==> src/rtl/imem_loader.sv <==
// Instruction-memory loader: packs a valid/ready byte stream MSB-first into 32-bit words
// and writes them to imem at 0,4,8,...; optional trailing XOR checksum via IMEM_LOADER_CHECKSUM_EN.
module imem_loader #(
  parameter int ADDR_W      = 8,
  parameter int DEPTH_WORDS = 64
) (
  input  logic              clk,
  input  logic              rst,
  input  logic              start,
  input  logic [ADDR_W-2:0] num_words,
  input  logic              byte_valid,
  input  logic [7:0]        byte_data,
  output logic              byte_ready,
  output logic              wr_en,
  output logic [ADDR_W-1:0] wr_addr,
  output logic [31:0]       wr_data,
  output logic              busy,
  output logic              cpu_hold,
  output logic              done,
  output logic [ADDR_W-2:0] words_written,
  output logic              chk_err
);

  localparam int CW = ADDR_W - 1;

  typedef enum logic [2:0] {
    IDLE,
    RECV,
    WRITE,
`ifdef IMEM_LOADER_CHECKSUM_EN
    CHECK,
`endif
    DONE
  } state_t;

  state_t          state;
  logic [CW-1:0]   cnt;
  logic [CW-1:0]   word_idx;
  logic [1:0]      byte_idx;
  logic [23:0]     shift;
`ifdef IMEM_LOADER_CHECKSUM_EN
  logic [7:0]      xsum;
`else
  assign chk_err = 1'b0;
`endif

  function automatic logic [CW-1:0] sat_count(input logic [CW-1:0] n);
    return (n > CW'(DEPTH_WORDS)) ? CW'(DEPTH_WORDS) : n;
  endfunction

  assign cpu_hold = busy;

  always_ff @(posedge clk or posedge rst) begin
    if (rst) begin
      state         <= IDLE;
      byte_ready    <= 1'b0;
      wr_en         <= 1'b0;
      wr_addr       <= '0;
      wr_data       <= '0;
      busy          <= 1'b0;
      done          <= 1'b0;
      words_written <= '0;
      cnt           <= '0;
      word_idx      <= '0;
      byte_idx      <= '0;
      shift         <= '0;
`ifdef IMEM_LOADER_CHECKSUM_EN
      chk_err       <= 1'b0;
      xsum          <= '0;
`endif
    end else begin
      wr_en <= 1'b0;
      done  <= 1'b0;
      case (state)
        IDLE: begin
          if (start) begin
            busy          <= 1'b1;
            words_written <= '0;
`ifdef IMEM_LOADER_CHECKSUM_EN
            chk_err       <= 1'b0;
            xsum          <= '0;
`endif
            if (num_words == '0) begin
              state <= DONE;
              done  <= 1'b1;
            end else begin
              state      <= RECV;
              byte_ready <= 1'b1;
              cnt        <= sat_count(num_words);
              word_idx   <= '0;
              byte_idx   <= '0;
            end
          end
        end
        RECV: begin
          if (byte_valid && byte_ready) begin
            shift    <= {shift[15:0], byte_data};
            byte_idx <= byte_idx + 2'd1;
`ifdef IMEM_LOADER_CHECKSUM_EN
            xsum     <= xsum ^ byte_data;
`endif
            // Fourth byte completes the word; the write strobe appears next cycle.
            if (byte_idx == 2'd3) begin
              state      <= WRITE;
              byte_ready <= 1'b0;
              wr_en      <= 1'b1;
              wr_addr    <= {word_idx[ADDR_W-3:0], 2'b00};
              wr_data    <= {shift, byte_data};
            end
          end
        end
        WRITE: begin
          word_idx      <= word_idx + CW'(1);
          words_written <= words_written + CW'(1);
          if (word_idx + CW'(1) == cnt) begin
`ifdef IMEM_LOADER_CHECKSUM_EN
            state      <= CHECK;
            byte_ready <= 1'b1;
`else
            state <= DONE;
            done  <= 1'b1;
`endif
          end else begin
            state      <= RECV;
            byte_ready <= 1'b1;
          end
        end
`ifdef IMEM_LOADER_CHECKSUM_EN
        CHECK: begin
          if (byte_valid && byte_ready) begin
            chk_err    <= (byte_data != xsum);
            byte_ready <= 1'b0;
            state      <= DONE;
            done       <= 1'b1;
          end
        end
`endif
        DONE: begin
          busy  <= 1'b0;
          state <= IDLE;
        end
        default: begin
          busy       <= 1'b0;
          byte_ready <= 1'b0;
          state      <= IDLE;
        end
      endcase
    end
  end

endmodule

==> config.mk <==
export PLATFORM = sky130hd
export DESIGN_NAME = imem_loader
export DESIGN_NICKNAME = d
export VERILOG_FILES = /design/src/rtl/imem_loader.sv
export SDC_FILE = /design/constraint.sdc
export NUM_CORES = 1
export LEC_CHECK = 0
export ABC_AREA = 1
export CAP_MARGIN = 10
export CELL_PAD_IN_SITES_DETAIL_PLACEMENT = 0
export CELL_PAD_IN_SITES_GLOBAL_PLACEMENT = 2
export CORE_ASPECT_RATIO = 0.8
export CORE_UTILIZATION = 31
export DETAILED_ROUTE_END_ITERATION = 16
export PLACE_DENSITY = 0.81
export REMOVE_ABC_BUFFERS = 1
export SLEW_MARGIN = 0
export SYNTH_ARGS = -nofsm -noshare
export SYNTH_HDL_FRONTEND = slang
export SYNTH_SLANG_ARGS = --single-unit
export TNS_END_PERCENT = 5
==> constraint.sdc <==
create_clock -name clk -period 3.8 [get_ports clk]
set_input_delay 0.76 -clock clk [delete_from_list [all_inputs] [get_ports clk]]
set_output_delay 0.76 -clock clk [all_outputs]
set_load 0.01 [all_outputs]
# --- After elaboration in Yosys (flattened, before gate mapping) ---
# Index checks and enable logic that the tools add are counted.
# W data, S select, Z words.
op_classes:
  multipliers: 0
  n_bitwise: 3
  div_mod_pow: 0
  magnitude_cmp: 1
  eq_ne: 10
  n_shift: 0
  addsub: 3
  n_mux: 31
  n_reduce_logical: 15
op_table:
  columns: ["op", "n"]
  rows:
  - ["$mux W7", 4]
  - ["$pmux W7 S2", 2]
  - ["$add A7 B1 Y7 const B", 2]
  - ["$mux W1", 12]
  - ["$reduce_and A3 Y1", 4]
  - ["$mux W2", 5]
  - ["$ne A2 B2 Y1 const B", 5]
  - ["$mux W3", 3]
  - ["$pmux W3 S3", 1]
  - ["$eq A7 B7 Y1", 1]
  - ["$gt A7 B7 Y1 const B", 1]
  - ["$logic_not A7 Y1", 1]
  - ["$eq A3 B2 Y1 const B", 2]
  - ["$reduce_and A2 Y1", 3]
  - ["$reduce_and A6 Y1", 1]
  - ["$pmux W1 S2", 2]
  - ["$pmux W1 S4", 1]
  - ["$pmux W2 S2", 1]
  - ["$reduce_and A4 Y1", 1]
  - ["$reduce_bool A2 Y1", 2]
  - ["$eq A3 B1 Y1 const B", 1]
  - ["$logic_not A3 Y1", 1]
  - ["$not A1 Y1", 3]
  - ["$add A2 B1 Y2 const B", 1]
  - ["3 further kinds", 3]
word_totals:
  memories: 0
  mem_bits_rw: 0
  output_inout_bits: 53
  elab_cells: 75
  latch_bits: 0
  register_bits: 92
  romBits: 0
  input_bits: 19

# --- Depth between registers and ports, before layout ---
# Gate-level depths: netlist of the first run.
depth:
  ltp_word: 4
  mapped_depth: 13
  ltp_nobuf: 13

# --- Worst setup path after synthesis of the first run ---
# Ideal clock, no wire load.
synth_path:
  path_type: "input to register"
  from: "input num_words[4]"
  to: "register byte_idx[0]"
  setup_time_ns: 0.119
  slack_ns: 2.178
  t_arrival_ns: 1.504
  required_ns: 3.681
  stages: 7
  n_path_buf: 0
  cell_sequence: "nor2_1 > nand3_1 > nor2_1 > nand2_1 > inv_1 > nor2_1 > o21a_1"
synth_between:
  elab_chain_len: 3
synth_lines:
  columns: ["item", "line_no", "rtl"]
  rows:
  - ["start, declared", "10", "input logic [ADDR_W-2:0] num_words,"]
  - ["$logic_not A7 Y1", "83", "if (num_words == '0) begin"]
  - ["$ne A2 B2 Y1 (no line)", null, null]
  - ["$reduce_and A4 Y1 (no line)", null, null]
  - ["end signal, assigned", "98", "byte_idx <= byte_idx + 2'd1;"]
  - ["end, declared", "39", "logic [1:0] byte_idx;"]
# Every way passes these cells.
# A chain may end at the register's enable or synchronous reset.

# --- Worst setup path in the final report of the first run ---
layout_path:
  from: "register words_written[1]"
  to: "output words_written[1]"
layout_rtl:
  columns: ["item", "line_no", "rtl"]
  rows:
  - ["start, declared", "20", "output logic [ADDR_W-2:0] words_written,"]
  - ["start signal, assigned", "114", "words_written <= words_written + CW'(1);"]
# No word-level cell between the ends.

==> results of run 1 <==
-- power by group --
part           total (uW)  internal [uW]  switching (uW)
clock                 917            523             395
combinational         991            425             565
sequential           1410           1250             161
-- through the flow --
| stage | power (uW) | area (sq um) | hold slack (ns) | instances |
|---|---|---|---|---|
| floorplan | 2010 | 3830 | 0.442 | 428 |
| global placement | 2400 | 4760 | 0.462 | 671 |
| detailed placement | 2430 | 4760 | 0.467 | 671 |
| CTS | 3370 | 5070 | 0.482 | 687 |
| global route | 3580 | 5070 | 0.502 | 687 |
| finish | 3320 | 5070 | 0.476 | 687 |
-- how the worst max path moves through the flow --
stage	startpoint	end	slack (ns)	depth (start not counted)
after floorplan	rst	busy	0.68	1
after global placement	byte_valid	wr_data[15]	1.42	7
after detailed placement	byte_valid	wr_addr[7]	1.37	6
after CTS	words_written[1]	words_written[1]	1.71	1
after global routing	state[1]	byte_idx[0]	1.57	9
final	words_written[1]	words_written[1]	1.74	1
-- Yosys cell counts, types with 2 or more instances --
cell and count:
buf_4 4, buf_2 8, nand2_1 113, a22o_1 2, nor2_2 4, o21ai_1 3
nand3_1 21, ha_1 7, a21oi_1 7, inv_1 58, nor2_1 24, nor3b_1 2
o22ai_1 6, clkbuf_1 4, nand2_2 5, o31ai_1 2, nor2_4 2, dfrtp_1 91
o21ai_0 69, nor3_1 4
-- registers in the layout, summed over array words and instances (netlist names) --
register       flops
byte_idx           2
state              2
shift             24
wr_addr            6
wr_en              1
cnt                7
busy               1
wr_data           32
byte_ready         1
word_idx           7
words_written      7
done               1
-- layout make-up --
type                    count  area share, %
clock inverters             7           1.60
inverters                  58           4.32
repair buffers             72           14.0
flip-flops and latches     91           44.9
clock buffers               9           4.44
multi-input cells         279           26.5
well taps                 171           4.22
-- metal layers --
layer / global-route usage, % / share of wire [%]
met1: 19.5 / 53
met2: 21.5 / 41
met3: 4.29 / 5.2
met4: 3.80 / 1.2
met5: 0 / 0
-- logic make-up (layout without fill, tap and decap cells) --
family / count (synthesis) / count (layout)
and+or+nand+nor: 177 / 177
xor gates and xnor gates: 1 / 1
other: 1 / 3
adders and majority gates: 7 / 7
buffers and inverters: 74 / 146
AOI/OAI and AO/OA: 91 / 91
DFF: 91 / 91
==> impl_metrics.json, run 1 <==
{
  "status": "finished, final reports clean",
  "synth_compound_area_share_pct": 12.3,
  "wl_per_cell_microns": 12.0,
  "die_area_sq_um": 13100,
  "synth_xor_area_share_pct": 0.224,
  "worstHoldStart": "shift[1]",
  "drt_iter0_drc": 137,
  "h-tree-depth": 3,
  "cts-root-buf": "clkbuf_16",
  "synthAdderAreaFrac_pct": 2.24,
  "synth_cell_type_count": 26,
  "synthMuxAreaShare_pct": 0,
  "multi_input_area_sq_um": 1340,
  "critPathLaunchType": "register",
  "timing_worst_setup_path_type": "register to output port",
  "cp_top_family": "buffers and inverters",
  "numCtsBuffers": 9,
  "synthSimpleGateAreaFrac_pct": 19.2,
  "fin_crit_ns": 2.06,
  "setup_viol_count_final": 0,
  "p_per_area_nw_per_um2": 655,
  "cts_tree": "done",
  "synth_area_leaders": "dfrtp_1, nand2_1, o21ai_0",
  "post_drt_via_cell_ratio": 4.31,
  "hold_violations": 0,
  "drv_cap": 0,
  "synthesis.area_sq_um": 3910,
  "clock_path_buffers": 2,
  "cp_cell_sequence": "clkdlybuf4s50_1",
  "drive_gt1_share_pct": 6.78,
  "tightest_slew_ns": 0.678,
  "irDropWorstVdd_v": 0.000374,
  "gr-total-overflow": 0,
  "rows": 36,
  "fillers": 1243,
  "holdPathEnd": "shift[9]",
  "syn_to_final_growth_pct": 29.6,
  "synth_flop_cell": "dfrtp_1",
  "gp_congestion": 0.738,
  "port_buffers": 68,
  "report.final.slew_viol_count": 0,
  "dp_hpwl_mm": 5.88,
  "grt_pass1_wl_mm": 14.3,
  "clkLatencyLatePin_ns": 0.34,
  "vias": 2959,
  "num_io_pins": 72,
  "grt_pass1_vias": 2937,
  "rsz0062_at_grt": "no",
  "seq_area_sq_um": 2280,
  "rr_endpoint": "byte_idx[0]",
  "ys_warn_count": 0,
  "coreArea_sq_um": 12300,
  "fin_tns_setup_ns": 0,
  "relSlewSlack_pct": 54.7,
  "start_util_pct": 31.9,
  "pre_cts_slack_ns": 1.37,
  "fin_skew_ns": 0.00481,
  "antennaDiodeCount": 0,
  "worstPathArrival_ns": 1.30,
  "die_y_microns": 102,
  "utilization_pct": 41.4,
  "fmax_mhz": 485,
  "r2r_start": "state[1]",
  "final_common_cell": "nand2_1",
  "ys_seq_area_share_pct": 58.2,
  "cp-end-kind": "output port",
  "syn_inst": 442,
  "power_leakage_uw": 0.00231,
  "wl_mm": 8.25,
  "cp_slowest_cell": "clkdlybuf4s50_1",
  "post_cts_resized": 0,
  "die_w_microns": 128,
  "detail-route-antenna-nets": 0,
  "worst_ep_required_time_ns": 3.04,
  "hold_depth": 2,
  "fin_ws_ns": 1.74,
  "async_flop_share_pct": 100,
  "synth_seq_cells": 91,
  "cts_num_sinks": 91,
  "hold_class": "register to register",
  "syn_avg_cell_area_sq_um": 8.85,
  "finalCritPeriodShare_pct": 54.3,
  "fin_nets": 537,
  "clk_pin_slew_ns": 0.07,
  "grt_max_degree": 50,
  "drc_errors": 0,
  "slowest_delay_ns": 0.56,
  "synth_top_area_share_pct": 58.2,
  "reg2reg_depth": 9,
  "grt_use_total_pct": 14.1,
  "r2r_slack_ns": 1.83,
  "synth_top_family_by_area": "simple AND/OR/NAND/NOR gates",
  "drt_first_pass_iters": 4,
  "layout_common_cells": "nand2_1, dfrtp_1, o21ai_0, clkdlybuf4s50_1, inv_1",
  "post_cts_buffers": 0,
  "cp_num_buf_inv": 1,
  "critical_path.max_fanout": 4,
  "antenna_found_initial": 0,
  "synth_edf_count": 0,
  "hold_buffers": 0,
  "synth_top_area_cell": "dfrtp_1"
}
Power figures use the tool's default switching activity.
==> inputs of run 2 (changes only) <==
CORE_UTILIZATION = 28   (was 31)
PLACE_DENSITY = 0.77   (was 0.81)
clock period = 1.85 ns   (was 3.8 ns; I/O delays follow)
==> run 2 against run 1 <==
Clock-buffer cell count up 1. Sequential power increased by 100%. Largest cell class unchanged. Highest routed layer unchanged. Clock power up 100%. Clock skew is 0.0038 ns higher.
==> impl_metrics.json, run 2 (synthesis results as in run 1) <==
{
  "post_cts_buffers": 0,
  "drt_first_pass_iters": 4,
  "antenna_found_initial": 0,
  "setup_viol_count_final": 0,
  "power_leakage_uw": 0.00239,
  "pre_cts_slack_ns": -0.133,
  "worst_ep_required_time_ns": 2.11,
  "fin_nets": 551,
  "timing_worst_setup_path_type": "register to register",
  "die_w_microns": 134,
  "drt_iter0_drc": 101,
  "die_y_microns": 108,
  "numCtsBuffers": 9,
  "syn_to_final_growth_pct": 33.9,
  "fin_crit_ns": 1.73,
  "drive_gt1_share_pct": 9.81,
  "cts_num_sinks": 91,
  "clk_pin_slew_ns": 0.07,
  "num_io_pins": 72,
  "vias": 3065,
  "status": "finished, final reports clean",
  "layout_common_cells": "nand2_1, dfrtp_1, o21ai_0, clkdlybuf4s50_1, inv_1",
  "largest_reg_flops": 32,
  "fmax_mhz": 579,
  "cp-end-kind": "register",
  "hold_class": "input port to asynchronous set/reset pin",
  "critPathLaunchType": "register",
  "fin_cells": 710,
  "wl_mm": 8.53,
  "grt_max_degree": 66,
  "dp.cells": 694,
  "grt_pass1_vias": 2994,
  "wl_per_cell_microns": 12.0,
  "gp_congestion": 0.780,
  "h-tree-depth": 3,
  "irDropWorstVdd_v": 0.000471,
  "critical_path.max_fanout": 5,
  "die_area_sq_um": 14400,
  "dp_hpwl_mm": 6.02,
  "hold_violations": 0,
  "grt_use_total_pct": 13.1,
  "regMostFlops": "wr_data",
  "port_buffers": 68,
  "cts_tree": "done",
  "coreArea_sq_um": 13600,
  "hold_ws_ns": 0.404,
  "drv_cap": 0,
  "finalCritPeriodShare_pct": 93.3,
  "fin_skew_ns": 0.00864,
  "cts-root-buf": "clkbuf_16",
  "r2r_slack_ns": 0.12,
  "detail-route-antenna-nets": 0,
  "p_per_area_nw_per_um2": 1340,
  "rows": 38,
  "worstPathArrival_ns": 1.99,
  "largestRegisters": "wr_data: 32 flops, shift: 24 flops",
  "final_common_cell": "nand2_1",
  "post_drt_via_cell_ratio": 4.32,
  "start_util_pct": 28.8,
  "fin_ws_ns": 0.123,
  "drc_errors": 0,
  "clock_path_buffers": 2,
  "report.final.slew_viol_count": 0,
  "utilization_pct": 38.5,
  "rsz0062_at_grt": "yes",
  "gr-total-overflow": 0,
  "antennaDiodeCount": 0,
  "grt_pass1_wl_mm": 14.7,
  "clkLatencyLatePin_ns": 0.34
}
-- run 2: cell types whose count changed in the layout (fill, tap and decap cells not counted), sizes merged --
cell	previous run	this run
buf	4	18
clkbuf	9	10
clkinv	2	3
clkinvlp	0	1
inv	62	59
-- run 2: power by group --
group / internal, uW / switching, uW
clock network: 1060 / 803
logic: 1050 / 1230
registers: 2570 / 327
-- run 2: final timing paths --
kind	startpoint	endpoint	cells after the start
worst min register to register	wr_data[29]	wr_data[29]	2
worst max-delay path	state[0]	words_written[5]	10
max in group asynchronous	rst	wr_data[10]	3
worst min-delay path	rst	wr_data[31]	3
min in group clk	wr_data[29]	wr_data[29]	2
worst max register to register	state[0]	words_written[5]	10
-- run 2: final cells by class --
cell class                      instances  area, sq um
Sequential cell                        91         2280
Timing Repair Buffer                   86          866
Fill cell                            1402         8360
Multi-Input combinational cell        279         1350
Clock buffer                           10          229
Tap cell                              180          225
Inverter                               58          219
Clock inverter                          6         72.6
-- run 2: stage by stage --
step / setup TNS [ns] / total power, uW / area (sq um)
4_1_cts: 0 / 7140 / 5230
3_5_place_dp: -1.12 / 5210 / 4930
5_1_grt: -0.0447 / 7550 / 5240
3_3_place_gp: -0.510 / 5200 / 4930
6_report: 0 / 7040 / 5240
2_1_floorplan: -86.94 / 4130 / 3830
-- run 2: repair_timing --
| action | 4_1_cts | 5_1_grt |
|---|---|---|
| setup endpoints to repair | 0 | 12 |
| gates resized for setup | 0 | 4 |
| hold buffers | 0 | 0 |
-- run 2: routing by layer --
layer | GRT usage [%] | wire length, microns
met1 | 18.2 | 4440
met3 | 3.39 | 376
met2 | 19.7 | 3620
met5 | 0 | 0
met4 | 4.41 | 92
-- run 2: worst max-delay path, stage by stage (launching register included) --
cell     delay (ns)
dfrtp_1        0.40
inv_1          0.08
ha_1           0.27
inv_2          0.13
nor2_4         0.06
nor2_2         0.13
buf_4          0.15
nand3_1        0.11
nor2_1         0.14
nor2_1         0.05
nor3_1         0.13
==> inputs of run 3 (changes only) <==
GPL_ROUTABILITY_DRIVEN = 0   (was default)
==> results of run 3 <==
No change in the layout: final DEF, timing and power equal those of run 2.
